--- src/rtl/processing_element_if.sv ---
// Operand and result bundle for one ternary processing element.
// The master drives weight/activation/partial-sum inputs; the slave is the PE.
interface processing_element_if #(
  parameter int IF_BITWIDTH = 8,
  parameter int OF_BITWIDTH = 16
);
  logic                          enable;
  logic                          weight_read;
  logic [1:0]                    weight_in;
  logic signed [IF_BITWIDTH-1:0] data_in;
  logic signed [IF_BITWIDTH-1:0] psum_in;
  logic signed [OF_BITWIDTH-1:0] data_out;

  modport master (
    output enable, weight_read, weight_in, data_in, psum_in,
    input  data_out
  );

  modport slave (
    input  enable, weight_read, weight_in, data_in, psum_in,
    output data_out
  );
endinterface

--- src/rtl/processing_element.sv ---
// Ternary-weight MAC cell: data_out <= psum_in + w*data_in, w in {-1,0,+1}, no multiplier.
// Latency 1 cycle, one result per cycle, no backpressure (enable=0 simply holds data_out).
// Optional PE_SATURATE_EN clamps the result to the OF_BITWIDTH range instead of wrapping.
module processing_element #(
  parameter int IF_BITWIDTH = 8,
  parameter int OF_BITWIDTH = 16
) (
  input  logic                  clock,
  input  logic                  reset,
  processing_element_if.slave   pe
);
  localparam int SW = OF_BITWIDTH + 1;

  localparam logic signed [OF_BITWIDTH-1:0] OUT_MAX = {1'b0, {(OF_BITWIDTH-1){1'b1}}};
  localparam logic signed [OF_BITWIDTH-1:0] OUT_MIN = {1'b1, {(OF_BITWIDTH-1){1'b0}}};

  logic [1:0]                    weight_q;
  logic [1:0]                    w_eff;
  logic signed [SW-1:0]          psum_ext;
  logic signed [SW-1:0]          data_ext;
  logic signed [SW-1:0]          product;
  logic signed [SW-1:0]          sum;
  logic signed [OF_BITWIDTH-1:0] sum_narrow;
  logic signed [OF_BITWIDTH-1:0] data_q;

  // A freshly presented weight is usable in the same cycle it is loaded.
  assign w_eff = pe.weight_read ? pe.weight_in : weight_q;

  // One spare bit above OF makes -(-2^(IF-1)) and the add exact, since OF >= IF.
  assign psum_ext = {{(SW-IF_BITWIDTH){pe.psum_in[IF_BITWIDTH-1]}}, pe.psum_in};
  assign data_ext = {{(SW-IF_BITWIDTH){pe.data_in[IF_BITWIDTH-1]}}, pe.data_in};

  always_comb begin
    product = '0;
    case (w_eff)
      2'b01:   product = data_ext;
      2'b11:   product = -data_ext;
      default: product = '0;  // 2'b00 and the illegal 2'b10 both contribute nothing
    endcase
  end

  assign sum = psum_ext + product;

`ifdef PE_SATURATE_EN
  // The top two bits differ exactly when sum lies outside the OF-bit signed range.
  always_comb begin
    sum_narrow = sum[OF_BITWIDTH-1:0];
    if (sum[SW-1] != sum[SW-2]) begin
      sum_narrow = sum[SW-1] ? OUT_MIN : OUT_MAX;
    end
  end
`else
  always_comb begin
    sum_narrow = sum[OF_BITWIDTH-1:0];
  end
`endif

  always_ff @(posedge clock) begin
    if (reset) begin
      weight_q <= 2'b00;
      data_q   <= '0;
    end else begin
      if (pe.weight_read) begin
        weight_q <= pe.weight_in;
      end
      if (pe.enable) begin
        data_q <= sum_narrow;
      end
    end
  end

  assign pe.data_out = data_q;

endmodule

--- src/flat_wrapper.sv ---
// flat-port wrapper written by rule: the top's interface ports become plain ports
module processing_element_flat 
#(
  parameter int IF_BITWIDTH = 8,
  parameter int OF_BITWIDTH = 16
)
  (clock, reset, pe_enable, pe_weight_read, pe_weight_in, pe_data_in, pe_psum_in, pe_data_out);
  processing_element_if #(.IF_BITWIDTH(IF_BITWIDTH), .OF_BITWIDTH(OF_BITWIDTH)) pe_i ();
  input  logic clock;
  input  logic reset;
  input wire logic [$bits(pe_i.enable)-1:0] pe_enable;
  input wire logic [$bits(pe_i.weight_read)-1:0] pe_weight_read;
  input wire logic [$bits(pe_i.weight_in)-1:0] pe_weight_in;
  input wire logic [$bits(pe_i.data_in)-1:0] pe_data_in;
  input wire logic [$bits(pe_i.psum_in)-1:0] pe_psum_in;
  output wire logic [$bits(pe_i.data_out)-1:0] pe_data_out;
  assign pe_i.enable = pe_enable;
  assign pe_i.weight_read = pe_weight_read;
  assign pe_i.weight_in = pe_weight_in;
  assign pe_i.data_in = pe_data_in;
  assign pe_i.psum_in = pe_psum_in;
  assign pe_data_out = pe_i.data_out;
  processing_element #(.IF_BITWIDTH(IF_BITWIDTH), .OF_BITWIDTH(OF_BITWIDTH)) u_core (.clock(clock), .reset(reset), .pe(pe_i));
endmodule
--- config.mk ---
export PLATFORM = sky130hd
export DESIGN_NAME = processing_element_flat
export DESIGN_NICKNAME = d
export VERILOG_FILES = /design/src/rtl/processing_element_if.sv /design/src/rtl/processing_element.sv /design/src/flat_wrapper.sv
export SDC_FILE = /design/constraint.sdc
export NUM_CORES = 1
export LEC_CHECK = 0
export CAP_MARGIN = 20
export CORE_AREA = 10 10 70 72
export CTS_CLUSTER_SIZE = 28
export DETAILED_ROUTE_END_ITERATION = 10
export DIE_AREA = 0 0 80 82
export PLACE_DENSITY = 0.79
export SYNTH_ARGS = -nofsm -noshare
export SYNTH_HDL_FRONTEND = slang
export SYNTH_SLANG_ARGS = --single-unit
--- constraint.sdc ---
create_clock -name clock -period 5.87 [get_ports clock]
set_clock_uncertainty 0.15 [all_clocks]
set_input_delay 0.587 -clock clock [delete_from_list [all_inputs] [get_ports clock]]
set_output_delay 0.587 -clock clock [all_outputs]
set_load 0.01 [all_outputs]
==> flow_metrics.py <==
metrics = {
    "run_status": {
        "status": "finished, final reports clean",
    },
    "clocking": {
        "postCtsResizedCells": 0,
        "clockRootBuffer": "clkbuf_4",
        "postCtsHoldBufs": 0,
        "cts_made_buffers": 3,
        "htreeDepth": 1,
        "cts_tree": "built",
        "cts_buffer_depth": 2,
        "postCtsSetupRepairBufs": 0,
        "cts.sinks": 18,
        "clkTransAtPathRegs_ns": 0.13,
        "clk_latency_ns": 0.32,
    },
    "synthesis": {
        "synth_xor_area_frac": 0.0416,
        "synthArstFlopShare": 0,
        "synth_top_area_frac": 0.214,
        "synth_edf_count": 0,
        "netlist_instances": 221,
        "synth_area_per_cell_um2": 7.61,
        "synthMuxAreaShare": 0.0617,
        "synthTopCellsByCount": "a21oi_1 (28), nor2_1 (22), nand2_1 (21)",
        "synth_ff_type": "dfxtp_1",
        "synth_area_leaders": "dfxtp_1 (21%), ha_1 (13%), a21oi_1 (8.3%), nor2_1 (4.9%), nand2_1 (4.7%)",
        "syn_nets": 261,
        "yosysTopAreaCell": "dfxtp_1",
        "seq_area_frac_synth": 0.214,
        "synth_compound_area_frac": 0.314,
        "ys_seq_elements": 18,
        "yosysWarnings": 0,
        "yosysMostFrequentCell": "a21oi_1",
        "synth_top_family_by_area": "compound AO/OA/AOI/OAI gates",
        "synthAdderAreaFrac": 0.138,
        "synth-simple-area-share": 0.198,
        "syn_area_um2": 1680,
        "synth_cell_types": 46,
    },
    "setup_path": {
        "crit_fanout": 6,
        "cp_data_arrival_time_ns": 3.78,
        "start_kind": "primary input",
        "cp-end-kind": "register",
        "required_ns": 5.96,
        "crit_type": "in -> reg",
    },
    "finish": {
        "fillers": 337,
        "diodes": 0,
        "areaGrowthSynthToFinish_pct": 27.0,
        "nets": 299,
        "layout-drive-gt1-share": 0.0349,
    },
    "pwr": {
        "clkPwrFrac": 0.214,
        "p_comb_frac": 0.429,
        "intPower_mw": 0.254,
        "swShare": 0.354,
        "switching_power_mw": 0.139,
        "p_leak_nw": 0.860,
        "p_seq_frac": 0.357,
        "power.density_nw_per_um2": 184,
        "ir_drop_uv": 83.3,
    },
    "drt": {
        "num_vias": 1742,
        "finalWirelength_um": 4380,
        "drtIter0Drc": 141,
        "antenna_left": 0,
        "wire_per_inst_um": 14.3,
        "route.detailed.drc": 0,
        "vias_per_cell": 5.69,
        "first_pass_iters": 4,
    },
    "sta": {
        "max_freq_mhz": 271,
        "maxSlewViolCount": 0,
        "hold_slack_ns": 0.311,
        "period_share": 0.628,
        "maxSlewHeadroom": 0.495,
        "hold_viol_final": 0,
        "rsz0062_at_grt": "no",
        "tightest_slew_ns": 0.755,
        "tns_ns": 0,
        "setup_viol": 0,
        "fin_crit_ns": 3.69,
    },
    "floorplan": {
        "die-area_um2": 6560,
        "start_util": 0.470,
        "fp.coreArea_um2": 3580,
        "fp.dieW_um": 80,
        "rows": 22,
        "die_h_um": 82,
        "io_pins": 38,
    },
    "grt": {
        "gr-total-overflow": 0,
        "grt_max_degree": 20,
        "grt_pass1_vias": 1723,
        "track_usage": 0.140,
        "antenna_found_initial": 0,
        "grt_pass1_wl_um": 7540,
    },
    "worst_hold_path": {
        "min_path_type": "reg -> reg",
    },
    "placed_design": {
        "place_congestion": 0.924,
        "dpl.hpwl_um": 3440,
        "port_buffers": 37,
    },
    "flow_run": {
        "maxCapViolations": 0,
    },
}
[placed cells by master (no fill, tap or decap), drive strengths merged, types with 5 or more instances in the layout]
master,n
a21o,6
inv,8
o211ai,5
xor2,6
nand2,21
ha,17
a211oi,7
mux2i,8
o21ai,15
nand2b,5
a21oi,28
clkdlybuf4s50,37
dfxtp,18
nor2,22
or3,5
[cells by family (layout without fill, tap and decap cells)]
family,count (synthesis),after routing
AOI/OAI and AO/OA,84,84
xor gates and xnor gates,8,8
adders and majority gates,18,18
buffers and inverters,14,51
DFF,18,18
muxes,9,9
and+or+nand+nor,70,70
[metal layers]
layer	wire length, um	vias to the layer above	global-route usage
met5	0	-	0
met4	49	0	0.0370
met3	310	7	0.0393
met2	2100	49	0.250
met1	1920	791	0.161
li1	-	895	-
[stage by stage]
stage / setup slack [ns] / std cells / utilization / power, mW / cell area, um^2
5_1_grt: 1.90 / 306 / 0.597 / 0.422 / 2140
3_3_place_gp: 1.96 / 302 / 0.587 / 0.310 / 2100
6_report: 2.18 / 306 / 0.597 / 0.393 / 2140
2_1_floorplan: 2.76 / 221 / - / 0.249 / 1680
3_5_place_dp: 1.92 / 302 / 0.587 / 0.311 / 2100
4_1_cts: 2.25 / 306 / 0.597 / 0.398 / 2140
[final timing paths]
kind | from | to | slack [ns] | cells after the start
max | pe_data_in[1] | u_core.pe.data_out[15] | 2.18 | 12
min | u_core.pe.data_out[12] | u_core.pe.data_out[12] | 0.31 | 2
min reg2reg | u_core.pe.data_out[12] | u_core.pe.data_out[12] | 0.31 | 2
max reg2reg | u_core.weight_q[0] | u_core.pe.data_out[10] | 2.95 | 11
[flip-flops by register name (all words and copies together) (netlist names)]
name,flops
u_core.weight_q,2
u_core.pe.data_out,16
[worst max-delay path, stage by stage]
cell and delay [ns]:
clkdlybuf4s50_1 0.46, inv_1 0.08, ha_1 0.17, nand2_1 0.09, o41ai_1 0.57, a21oi_1 0.18
ha_1 0.38, a21oi_1 0.39, o211ai_1 0.16, a221oi_1 0.37, a221oi_1 0.15, a311oi_1 0.20
[area by class of cell]
cell class,count,area (um^2),share of cell area
clock buffer,4,36.3,0.0170
multi-input combinational,189,1270,0.594
sequential,18,360,0.169
timing repair buffer,38,378,0.177
inverter,9,33.8,0.0158
tap,48,60.1,0.0281
[power groups by stage]
| stage | sequential [mW] | combinational, mW | clock [mW] |
|---|---|---|---|
| after CTS | 0.140 | 0.169 | 0.0887 |
| after global routing | 0.142 | 0.188 | 0.0917 |
| final | 0.140 | 0.169 | 0.0840 |
| after detailed placement | 0.143 | 0.168 | 0 |
| after floorplan | 0.148 | 0.100 | 0 |
| after global placement | 0.143 | 0.167 | 0 |
Note: power is estimated with default switching activity, not from simulation.
